--- src/rtl/kpn_pkg.sv ---
// Shared constants and BCD helper for the KPN operand channel.
package kpn_pkg;

  localparam int BCD_DIGITS    = 4;
  localparam int OPERAND_W     = 4 * BCD_DIGITS;
  localparam int DEFAULT_DEPTH = 8;

  typedef enum logic [1:0] {
    QSEL_A = 2'd0,
    QSEL_B = 2'd1
  } queue_sel_e;

  // True when every nibble holds a decimal digit (0..9).
  function automatic logic is_bcd(input logic [OPERAND_W-1:0] data);
    logic ok;
    ok = 1'b1;
    for (int i = 0; i < BCD_DIGITS; i++) begin
      if (data[4*i +: 4] > 4'd9) begin
        ok = 1'b0;
      end else begin
        ok = ok;
      end
    end
    return ok;
  endfunction

endpackage

--- src/rtl/kpn_operand_channel_if.sv ---
// Operand channel bus: producer writes on A/B, consumer pops joined pairs.
interface kpn_operand_channel_if
  import kpn_pkg::*;
#(
  parameter int DATA_W = OPERAND_W,
  parameter int DEPTH  = DEFAULT_DEPTH
) ();

  localparam int CNT_W = $clog2(DEPTH) + 1;

  logic              wr_a;
  logic [DATA_W-1:0] data_a;
  logic              full_a;
  logic              wr_b;
  logic [DATA_W-1:0] data_b;
  logic              full_b;
  logic              rd;
  logic              valid;
  logic [DATA_W-1:0] entry_1;
  logic [DATA_W-1:0] entry_2;
  logic [CNT_W-1:0]  count_a;
  logic [CNT_W-1:0]  count_b;
  logic              err_clr;
  logic              bcd_err;
  logic              overflow;
  logic              underflow;

  modport master (
    output wr_a, data_a, wr_b, data_b, rd, err_clr,
    input  full_a, full_b, valid, entry_1, entry_2, count_a, count_b,
           bcd_err, overflow, underflow
  );

  modport slave (
    input  wr_a, data_a, wr_b, data_b, rd, err_clr,
    output full_a, full_b, valid, entry_1, entry_2, count_a, count_b,
           bcd_err, overflow, underflow
  );

endinterface

--- src/rtl/kpn_fifo_queue.sv ---
// Single-clock FIFO with show-ahead head; caller guarantees push only when
// not full and pop only when not empty.
module kpn_fifo_queue
  import kpn_pkg::*;
#(
  parameter int DATA_W = OPERAND_W,
  parameter int DEPTH  = DEFAULT_DEPTH,
  parameter int CNT_W  = $clog2(DEPTH) + 1
) (
  input  logic              clk,
  input  logic              reset_n,
  input  logic              push,
  input  logic              pop,
  input  logic [DATA_W-1:0] wdata,
  output logic [DATA_W-1:0] rdata,
  output logic [CNT_W-1:0]  count,
  output logic              full
);

  localparam int PTR_W = $clog2(DEPTH);

  logic [DATA_W-1:0] mem_r [DEPTH];
  logic [PTR_W-1:0]  wptr_r;
  logic [PTR_W-1:0]  rptr_r;
  logic [CNT_W-1:0]  count_r;

  // Storage array; contents are don't-care after reset.
  always_ff @(posedge clk) begin
    if (push) begin
      mem_r[wptr_r] <= wdata;
    end
  end

  // Pointers wrap naturally since DEPTH is a power of two.
  always_ff @(posedge clk or negedge reset_n) begin
    if (!reset_n) begin
      wptr_r  <= {PTR_W{1'b0}};
      rptr_r  <= {PTR_W{1'b0}};
      count_r <= {CNT_W{1'b0}};
    end else begin
      if (push) wptr_r <= wptr_r + {{(PTR_W-1){1'b0}}, 1'b1};
      if (pop)  rptr_r <= rptr_r + {{(PTR_W-1){1'b0}}, 1'b1};
      case ({push, pop})
        2'b10:   count_r <= count_r + {{(CNT_W-1){1'b0}}, 1'b1};
        2'b01:   count_r <= count_r - {{(CNT_W-1){1'b0}}, 1'b1};
        default: count_r <= count_r;
      endcase
    end
  end

  assign rdata = mem_r[rptr_r];
  assign count = count_r;
  assign full  = (count_r == CNT_W'(DEPTH));

endmodule

--- src/rtl/kpn_operand_channel.sv ---
// Joins two BCD operand FIFOs into a pair stream with blocking-read
// semantics; malformed BCD and protocol misuse raise sticky flags.
module kpn_operand_channel
  import kpn_pkg::*;
#(
  parameter int DATA_W    = OPERAND_W,
  parameter int DEPTH     = DEFAULT_DEPTH,
  parameter int CHECK_BCD = 1
) (
  input logic                   clk,
  input logic                   reset_n,
  kpn_operand_channel_if.slave  bus
);

  localparam int CNT_W = $clog2(DEPTH) + 1;

  logic              bcd_ok_a_s, bcd_ok_b_s;
  logic              push_a_s, push_b_s, pop_s, valid_s;
  logic              full_a_s, full_b_s;
  logic [DATA_W-1:0] head_a_s, head_b_s;
  logic [CNT_W-1:0]  count_a_s, count_b_s;
  logic              bcd_set_s, ovf_set_s, unf_set_s;
  logic              bcd_err_r, overflow_r, underflow_r;

  assign bcd_ok_a_s = (CHECK_BCD == 0) ? 1'b1 : is_bcd(bus.data_a);
  assign bcd_ok_b_s = (CHECK_BCD == 0) ? 1'b1 : is_bcd(bus.data_b);

  // Fullness is the registered value: a same-cycle pop never frees a slot.
  assign push_a_s = bus.wr_a & ~full_a_s & bcd_ok_a_s;
  assign push_b_s = bus.wr_b & ~full_b_s & bcd_ok_b_s;
  assign valid_s  = (count_a_s != {CNT_W{1'b0}}) & (count_b_s != {CNT_W{1'b0}});
  assign pop_s    = bus.rd & valid_s;

  assign bcd_set_s = (bus.wr_a & ~bcd_ok_a_s) | (bus.wr_b & ~bcd_ok_b_s);
  assign ovf_set_s = (bus.wr_a & full_a_s) | (bus.wr_b & full_b_s);
  assign unf_set_s = bus.rd & ~valid_s;

  kpn_fifo_queue #(.DATA_W(DATA_W), .DEPTH(DEPTH), .CNT_W(CNT_W)) u_queue_a (
    .clk(clk), .reset_n(reset_n), .push(push_a_s), .pop(pop_s),
    .wdata(bus.data_a), .rdata(head_a_s), .count(count_a_s), .full(full_a_s)
  );

  kpn_fifo_queue #(.DATA_W(DATA_W), .DEPTH(DEPTH), .CNT_W(CNT_W)) u_queue_b (
    .clk(clk), .reset_n(reset_n), .push(push_b_s), .pop(pop_s),
    .wdata(bus.data_b), .rdata(head_b_s), .count(count_b_s), .full(full_b_s)
  );

  // Sticky error flags; a new event outranks a clear in the same cycle.
  always_ff @(posedge clk or negedge reset_n) begin
    if (!reset_n) begin
      bcd_err_r   <= 1'b0;
      overflow_r  <= 1'b0;
      underflow_r <= 1'b0;
    end else begin
      if (bcd_set_s)        bcd_err_r   <= 1'b1;
      else if (bus.err_clr) bcd_err_r   <= 1'b0;
      if (ovf_set_s)        overflow_r  <= 1'b1;
      else if (bus.err_clr) overflow_r  <= 1'b0;
      if (unf_set_s)        underflow_r <= 1'b1;
      else if (bus.err_clr) underflow_r <= 1'b0;
    end
  end

  // Present the joined pair only when both heads exist.
  always_comb begin
    bus.entry_1 = {DATA_W{1'b0}};
    bus.entry_2 = {DATA_W{1'b0}};
    if (valid_s) begin
      bus.entry_1 = head_a_s;
      bus.entry_2 = head_b_s;
    end else begin
      bus.entry_1 = {DATA_W{1'b0}};
      bus.entry_2 = {DATA_W{1'b0}};
    end
  end

  assign bus.valid     = valid_s;
  assign bus.full_a    = full_a_s;
  assign bus.full_b    = full_b_s;
  assign bus.count_a   = count_a_s;
  assign bus.count_b   = count_b_s;
  assign bus.bcd_err   = bcd_err_r;
  assign bus.overflow  = overflow_r;
  assign bus.underflow = underflow_r;

endmodule

--- src/flat_wrapper.sv ---
// flat-port wrapper written by rule: the top's interface ports become plain ports
module kpn_operand_channel_flat import kpn_pkg::*;
#(
  parameter int DATA_W    = OPERAND_W,
  parameter int DEPTH     = DEFAULT_DEPTH,
  parameter int CHECK_BCD = 1
)
  (clk, reset_n, bus_wr_a, bus_data_a, bus_wr_b, bus_data_b, bus_rd, bus_err_clr, bus_full_a, bus_full_b, bus_valid, bus_entry_1, bus_entry_2, bus_count_a, bus_count_b, bus_bcd_err, bus_overflow, bus_underflow);
  kpn_operand_channel_if #(.DATA_W(DATA_W), .DEPTH(DEPTH)) bus_i ();
  input logic clk;
  input logic reset_n;
  input wire logic [$bits(bus_i.wr_a)-1:0] bus_wr_a;
  input wire logic [$bits(bus_i.data_a)-1:0] bus_data_a;
  input wire logic [$bits(bus_i.wr_b)-1:0] bus_wr_b;
  input wire logic [$bits(bus_i.data_b)-1:0] bus_data_b;
  input wire logic [$bits(bus_i.rd)-1:0] bus_rd;
  input wire logic [$bits(bus_i.err_clr)-1:0] bus_err_clr;
  output wire logic [$bits(bus_i.full_a)-1:0] bus_full_a;
  output wire logic [$bits(bus_i.full_b)-1:0] bus_full_b;
  output wire logic [$bits(bus_i.valid)-1:0] bus_valid;
  output wire logic [$bits(bus_i.entry_1)-1:0] bus_entry_1;
  output wire logic [$bits(bus_i.entry_2)-1:0] bus_entry_2;
  output wire logic [$bits(bus_i.count_a)-1:0] bus_count_a;
  output wire logic [$bits(bus_i.count_b)-1:0] bus_count_b;
  output wire logic [$bits(bus_i.bcd_err)-1:0] bus_bcd_err;
  output wire logic [$bits(bus_i.overflow)-1:0] bus_overflow;
  output wire logic [$bits(bus_i.underflow)-1:0] bus_underflow;
  assign bus_i.wr_a = bus_wr_a;
  assign bus_i.data_a = bus_data_a;
  assign bus_i.wr_b = bus_wr_b;
  assign bus_i.data_b = bus_data_b;
  assign bus_i.rd = bus_rd;
  assign bus_i.err_clr = bus_err_clr;
  assign bus_full_a = bus_i.full_a;
  assign bus_full_b = bus_i.full_b;
  assign bus_valid = bus_i.valid;
  assign bus_entry_1 = bus_i.entry_1;
  assign bus_entry_2 = bus_i.entry_2;
  assign bus_count_a = bus_i.count_a;
  assign bus_count_b = bus_i.count_b;
  assign bus_bcd_err = bus_i.bcd_err;
  assign bus_overflow = bus_i.overflow;
  assign bus_underflow = bus_i.underflow;
  kpn_operand_channel #(.DATA_W(DATA_W), .DEPTH(DEPTH), .CHECK_BCD(CHECK_BCD)) u_core (.clk(clk), .reset_n(reset_n), .bus(bus_i));
endmodule
--- config.mk ---
export PLATFORM = sky130hd
export DESIGN_NAME = kpn_operand_channel_flat
export DESIGN_NICKNAME = d
export VERILOG_FILES = /design/src/rtl/kpn_pkg.sv /design/src/rtl/kpn_operand_channel_if.sv /design/src/rtl/kpn_fifo_queue.sv /design/src/rtl/kpn_operand_channel.sv /design/src/flat_wrapper.sv
export SDC_FILE = /design/constraint.sdc
export NUM_CORES = 1
export LEC_CHECK = 0
export ABC_CLOCK_PERIOD_IN_PS = 4240
export BUFFER_PORTS_ARGS = -buffer_cell sky130_fd_sc_hd__buf_2
export CORE_MARGIN = 2
export CORE_UTILIZATION = 30
export DETAILED_ROUTE_END_ITERATION = 6
export GPL_TIMING_DRIVEN = 0
export HOLD_SLACK_MARGIN = 0.03
export PLACE_DENSITY_LB_ADDON = 0.15
export REMOVE_ABC_BUFFERS = 1
export SKIP_CTS_REPAIR_TIMING = 1
export SKIP_LAST_GASP = 1
export SYNTH_ARGS = -nofsm -noshare
export SYNTH_HDL_FRONTEND = slang
export SYNTH_SLANG_ARGS = --single-unit
--- constraint.sdc ---
create_clock -name clk -period 4.24 [get_ports clk]
set_input_delay 0.636 -clock clk [delete_from_list [all_inputs] [get_ports clk]]
set_output_delay 0.636 -clock clk [all_outputs]
set_load 0.005 [all_outputs]
==> metrics.txt, run 1 <==
status complete, no violations; CP Launch Type flop; area share of the largest cell type after synthesis 0.693; Clock Latency Late Sink 0.50 ns; Worst-Margin Slew 1.27 ns; type of the tightest min-delay check input pin to asynchronous set/reset pin; Final WS setup 0.851 ns; Critical Path AT 3.76 ns; Final Hold Fails 0; crit share post-route 0.799; non-filler instance count after layout 1154; sequential area share after synthesis 0.744; cells after synthesis 544; PortBufs 83; hpwl dp 15.3 mm; CTS tree built; Lkg Pwr 0.00457 µW; Critical Path RT 4.61 ns; routed len/inst 21.6 µm; Max-cap violations 0; synth unique cells 40; synthesis-to-layout area growth 20.6%; RSZ-0062 raised after global routing no; Final min period 3.39 ns; clock-pin transition on the worst setup and hold timing paths 0.06 ns; vias per inst 4.80; H-Tree Depth 2; Iter 0 DRT Violations 304; Top FF cell, synth edfxtp_1; core area 36500 µm²; DR vias 5543; Max rail drop VDD 0.000329 V; Power Density 640 nW/µm²; skew final 0.0114 ns; initial antenna violation count 1; die height 196 µm; Antenna diodes 0; # rows 70; placed cell count 1094; fillers 3346; Post-Syn Area 11100 µm²; Achievable Freq 295 MHz; Rel. slew slack 0.154; Async SR Flop Fraction 0.0824; Setup Crit Path Kind flop to flop; Die ar. 38600 µm²; fin nets 710; pre-CTS setup slack 0.436 ns; GRT Total Usage 0.130; io pins 84; final setup vio count 0; layout cell share with drive strength beyond 1 0.353; die width 196 µm; Num CTS Buffers 34; GP Congestion 0.694; YS warnings 0; WL final 24.9 mm; reg2reg setup slack 0.85 ns; most common cell after layout, fill and taps aside edfxtp_1; largest net degree at the start of global routing 35; Residual DRC 0; Synth area leader edfxtp_1; critical path endpoint category flop; worst-path fanout max 18; first-pass GRT wire length 37.1 mm; CTS root buffer clkbuf_16; first drt pass iteration count 4; final core utilization 0.366; EDFF count, synth 256; initial core utilization 0.304; most frequent cells in the layout edfxtp_1 (256), buf_2 (83), mux4_2 (64); Max Root-Sink Buffers 3; number of global-route vias before repair 6042; Clock Sinks 279; Final ANT Viol Nets 0; gr ovfl total 0; max-slew violation count 0; Area contributors post-synth edfxtp_1 (69%), mux4_2 (13%), dfrtp_1 (5.2%); Seq cells post-synth 279; syn avg cell area 20.4 µm²
routing by layer:
metal,global-route usage,vias to the layer above,part of all wire
li1,-,2450,-
met1,0.173,2937,0.44
met2,0.219,121,0.50
met3,0.0246,33,0.043
met4,0.0351,2,0.016
met5,0,-,0.00028
metrics by stage:
step	setup TNS [ns]	total power [µW]	hold WS (ns)	area, µm²
floorplan	0	4990	0.340	11000
global placement	-249.26	5880	0.514	12000
detailed placement	0	6040	0.547	12300
CTS	0	8740	0.120	13400
global route	0	9050	0.150	13400
finish	0	8560	0.116	13400
synthesized netlist by cell type, types with 4 or more instances:
| cell type | instances |
|---|---|
| a21oi_1 | 4 |
| buf_1 | 4 |
| buf_2 | 13 |
| clkbuf_1 | 8 |
| dfrtp_1 | 23 |
| edfxtp_1 | 256 |
| ha_1 | 10 |
| inv_1 | 9 |
| mux2_2 | 4 |
| mux2i_1 | 32 |
| mux4_2 | 64 |
| nand2_1 | 4 |
| nor2_1 | 37 |
| nor3_1 | 4 |
| nor4_1 | 4 |
| o21ai_0 | 11 |
| xnor2_1 | 8 |
| xor2_1 | 10 |
final timing paths:
path,startpoint,to,depth (start not counted)
min reg2reg,u_core.bus.underflow,u_core.bus.underflow,2
max,u_core.u_queue_b.count[2],u_core.u_queue_b.count[2],12
max reg2reg,u_core.u_queue_b.count[2],u_core.u_queue_b.count[2],12
min,reset_n,u_core.u_queue_b.rptr_r[2],1
max in group asynchronous,reset_n,u_core.u_queue_a.rptr_r[1],1
min in group clk,bus_err_clr,u_core.bus.underflow,2
kinds of logic (layout without fill, tap and decap cells):
logic type	Yosys count	count (layout)	share of synthesized area
AND/OR/NAND/NOR	77	77	0.0387
adder cells (fa/ha/maj)	10	10	0.0113
multiplexers	102	102	0.165
AO/OA/AOI/OAI	22	22	0.0131
buffers and inverters	36	178	0.0136
flip-flops	279	279	0.744
XOR/XNOR	18	18	0.0142
registers in the layout (all words and copies together), names as in the netlist:
name,cells
u_core.bus.bcd_err,1
u_core.u_queue_a.count,4
u_core.bus.underflow,1
u_core.u_queue_b.mem_r,128
u_core.u_queue_b.wptr_r,3
u_core.u_queue_b.rptr_r,3
u_core.u_queue_a.mem_r,128
u_core.u_queue_a.rptr_r,3
u_core.u_queue_a.wptr_r,3
u_core.bus.overflow,1
u_core.u_queue_b.count,4
power by group:
| part | leakage [µW] | internal (µW) | switching [µW] |
|---|---|---|---|
| registers | 0.00257 | 3180 | 535 |
| logic | 0.00149 | 1250 | 939 |
| clock network | 0.000507 | 1580 | 1080 |
| total | 0.00457 | 6010 | 2550 |
cell type report:
class	instances	area, µm²	share of cell area
clock buffers	44	910	0.0680
well taps	468	586	0.0438
multi-input cells	229	2760	0.207
inverters	11	41.3	0.00309
clock inverters	16	129	0.00963
flip-flops and latches	279	8270	0.618
repair buffers	107	686	0.0512
critical path, stage by stage, from the launching register on:
cell,delay (ns)
dfrtp_1,0.48
or3_1,0.44
o22ai_4,0.71
inv_2,0.17
nand2_4,0.16
inv_1,0.11
ha_1,0.29
xor2_1,0.18
ha_1,0.19
a21oi_1,0.14
xor2_1,0.17
nor2_1,0.07
xor2_1,0.15
No activity file was read; power rests on OpenSTA's default activity.
==> run 2, diff against run 1 <==
- ABC_CLOCK_PERIOD_IN_PS: 4240 -> 3500
- clock period: 4.24 -> 3.5 ns (I/O delays scaled with it)
==> metrics.txt, run 2 (same netlist as run 1, synthesis figures left out) <==
status complete, no violations; worst-path fanout max 9; Crit. Startpoint bus_data_a[2]; Final WS setup 0.374 ns; Residual DRC 0; DR vias 5530; CP max-delay cell nor4b_2; GRT Total Usage 0.130; gr ovfl total 0; WP depth 8; Critical R2R Launch u_core.u_queue_a.count[0]; first-pass GRT wire length 37.1 mm; worst-case reg-to-reg path depth 7; initial antenna violation count 1; final setup vio count 0; clock-pin transition on the worst setup and hold timing paths 0.05 ns; fin nets 712; end of the critical path u_core.u_queue_a.mem_r[1][6]; die height 196 µm; CTS tree built; GP Congestion 0.694; Antenna diodes 0; number of global-route vias before repair 6042; CP Launch Type input pin; routed len/inst 21.6 µm; critical path's largest stage delay 0.86 ns; Regs by FF count u_core.u_queue_a.mem_r: 128 flops, u_core.u_queue_b.mem_r: 128 flops; synthesis-to-layout area growth 20.7%; crit-path cells buf_2 -> o21ai_0 -> nand4_1 -> nor3b_2 -> inv_2 -> nor4b_2 -> buf_4 -> buf_6; type of the tightest min-delay check input pin to asynchronous set/reset pin; pre-CTS setup slack -0.193 ns; initial core utilization 0.304; max-slew violation count 0; Max Root-Sink Buffers 3; Achievable Freq 320 MHz; # rows 70; FF+latch area 8270 µm²; Clock Sinks 279; Clock Latency Late Sink 0.51 ns; fillers 3347; layout cell share with drive strength beyond 1 0.355; WL final 24.9 mm; most frequent cells in the layout edfxtp_1 (256), buf_2 (83), mux4_2 (64); Iter 0 DRT Violations 346; Final Hold Fails 0; Lkg Pwr 0.00458 µW; most common cell after layout, fill and taps aside edfxtp_1; delay-heaviest family, CP simple AND/OR/NAND/NOR gates; core area 36500 µm²; Max-cap violations 0; Rel. slew slack 0.150; Max rail drop VDD 0.000396 V; Num CTS Buffers 34; multi-input logic area 2760 µm²; hpwl dp 15.3 mm; H-Tree Depth 2; crit share post-route 0.893; die width 196 µm; RSZ-0062 raised after global routing no; WP buf/inv 4; Final min period 3.13 ns; Reg2Reg Capture Point u_core.u_queue_a.mem_r[1][6]; critical path endpoint category flop; vias per inst 4.78; largest net degree at the start of global routing 35; Worst-Margin Slew 1.27 ns; Final ANT Viol Nets 0; Die ar. 38600 µm²; CTS root buffer clkbuf_16; first drt pass iteration count 4; skew final 0.0148 ns; PortBufs 83; Critical Path RT 3.71 ns; Setup Crit Path Kind input pin to flop; reg2reg setup slack 0.65 ns; io pins 84; Critical Path AT 3.34 ns; setup TNS 0 ns; Power Density 776 nW/µm²
## run 2: cell count changes in the layout (fill, tap and decap cells not counted), sizes merged
cell  previous run  this run
buf            107       109
## run 2: worst min path at each step
stage / start / end / slack, ns / cells past startpoint
floorplan: reset_n / u_core.bus.bcd_err / 0.23 / 0
global placement: u_core.bus.overflow / u_core.bus.overflow / 0.51 / 2
detailed placement: reset_n / u_core.u_queue_a.count[3] / 0.55 / 1
CTS: reset_n / u_core.u_queue_a.wptr_r[1] / 0.009 / 1
global route: reset_n / u_core.u_queue_b.count[0] / 0.04 / 1
finish: reset_n / u_core.u_queue_b.wptr_r[1] / 0.003 / 1
## run 2: routing by layer
layer | vias to the layer above | routed length (µm) | global-route usage
li1 | 2454 | - | -
met1 | 2932 | 11000 | 0.173
met2 | 107 | 12500 | 0.219
met4 | 2 | 431 | 0.0351
met5 | - | 7 | 0
met3 | 35 | 994 | 0.0246
## run 2: cell type report
cell class / instances / share of cell area
sequential: 279 / 0.617
multi-input combinational: 229 / 0.206
clock buffer: 44 / 0.0679
timing repair buffer: 109 / 0.0523
tap: 468 / 0.0437
clock inverter: 16 / 0.00962
inverter: 11 / 0.00308
## run 2: power by group
part           switching [µW]  leakage, µW  total, µW  internal [µW]
combinational            1140      0.00150       2670           1530
clock                    1310     0.000507       3230           1920
sequential                649      0.00257       4500           3850
## run 2: per-stage QoR
step	power, µW	cells	cell area [µm²]	hold slack, ns	util
global route	11000	1156	13400	0.0392	0.367
CTS	10600	1154	13400	0.00892	0.366
floorplan	6040	519	11000	0.229	-
finish	10400	1156	13400	0.00251	0.367
global placement	7130	1070	12000	0.514	0.328
detailed placement	7320	1094	12300	0.547	0.338
==> run 3, diff against run 2 <==
- ABC_CLOCK_PERIOD_IN_PS: 3500 -> 3150
- clock period: 3.5 -> 3.15 ns (I/O delays scaled with it)
==> metrics.txt, run 3 (same netlist as run 1, synthesis figures left out) <==
fin nets 713; CP Launch Type flop; H-Tree Depth 2; pre-CTS setup slack -0.490 ns; largest net degree at the start of global routing 35; HP Start bus_err_clr; setup TNS 0 ns; Critical Path AT 2.49 ns; Iter 0 DRT Violations 335; Final WS setup 0.188 ns; die height 196 µm; Antenna diodes 0; Residual DRC 0; skew final 0.0117 ns; most common cell after layout, fill and taps aside edfxtp_1; worst hold slack 0.205 ns; CTS root buffer clkbuf_16; io pins 84; initial antenna violation count 1; Final Hold Fails 0; DR vias 5544; Lkg Pwr 0.00459 µW; Regs by FF count u_core.u_queue_a.mem_r: 128 flops, u_core.u_queue_b.mem_r: 128 flops; GP Congestion 0.694; WL final 24.9 mm; PortBufs 83; vias per inst 4.79; hpwl dp 15.3 mm; RSZ-0062 raised after global routing yes; layout cell share with drive strength beyond 1 0.354; synthesis-to-layout area growth 20.9%; Die ar. 38600 µm²; final core utilization 0.368; Max Root-Sink Buffers 3; Power Density 861 nW/µm²; Rel. slew slack 0.148; initial core utilization 0.304; Max rail drop VDD 0.000446 V; Num CTS Buffers 34; core area 36500 µm²; gr ovfl total 0; Critical R2R Launch u_core.u_queue_b.count[2]; die width 196 µm; Crit. Startpoint u_core.u_queue_b.rptr_r[0]; type of the tightest min-delay check input pin to flop; GRT Total Usage 0.130; routed len/inst 21.5 µm; # rows 70; Final min period 2.96 ns; Setup Crit Path Kind flop to primary output; first-pass GRT wire length 37.1 mm; Achievable Freq 338 MHz; number of global-route vias before repair 6042; crit share post-route 0.940; max-slew violation count 0; status complete, no violations; Clock Sinks 279; critical path endpoint category primary output; clock-pin transition on the worst setup and hold timing paths 0.06 ns; worst-path fanout max 23; total power 11600 µW; Worst-Margin Slew 1.28 ns; CTS tree built; first drt pass iteration count 4; Max-cap violations 0; Clock Latency Late Sink 0.50 ns; most frequent cells in the layout edfxtp_1 (256), buf_2 (83), mux4_2 (64); Final ANT Viol Nets 0; Critical Path RT 2.68 ns; final setup vio count 0
## run 3: changes by cell type in the layout (fill, tap and decap cells not counted)
| cell | change |
|---|---|
| nor4_2 | -1 |
| nor4b_4 | +1 |
| dlygate4sd3_1 | +1 |
| nor4_4 | +1 |
| nor4b_2 | -1 |
## run 3: critical path: stages (launching register included)
cell and delay (ns):
dfrtp_2 0.65, buf_12 0.29, mux4_2 0.54, mux2i_1 0.31, nor2_1 0.06, buf_2 0.13
## run 3: final timing paths
check	to	slack (ns)	depth (start not counted)
setup / recovery	bus_entry_2[15]	0.19	5
hold / removal	u_core.bus.underflow	0.21	2
setup reg to reg	u_core.u_queue_b.count[2]	0.33	12
hold reg to reg	u_core.bus.underflow	0.54	2
max in group asynchronous	u_core.u_queue_a.rptr_r[1]	2.27	2
min in group asynchronous	u_core.u_queue_b.wptr_r[1]	0.49	2
## run 3: layout make-up
class,instances,area [µm²]
Inverter,11,41.3
Clock buffer,44,910
Timing Repair Buffer,110,711
Fill cell,3343,23100
Multi-Input combinational cell,229,2780
Sequential cell,279,8270
Clock inverter,16,129
Tap cell,468,586
## run 3: report_power, final
group          internal, µW  total (µW)  switching (µW)
logic                  1710        2980            1270
clock network          2130        3580            1450
registers              4270        5000             728
## run 3: metrics by stage
stage	instance area (µm²)	cells
final	13400	1157
after global routing	13400	1157
after CTS	13400	1154
after detailed placement	12300	1094
after global placement	12000	1070
after floorplan	11000	519
## run 3: metal layers
| layer | track usage | up-vias | routed length [µm] |
|---|---|---|---|
| li1 | - | 2456 | - |
| met1 | 0.173 | 2940 | 11000 |
| met2 | 0.219 | 113 | 12500 |
| met3 | 0.0246 | 33 | 997 |
| met4 | 0.0351 | 2 | 408 |
| met5 | 0 | - | 7 |
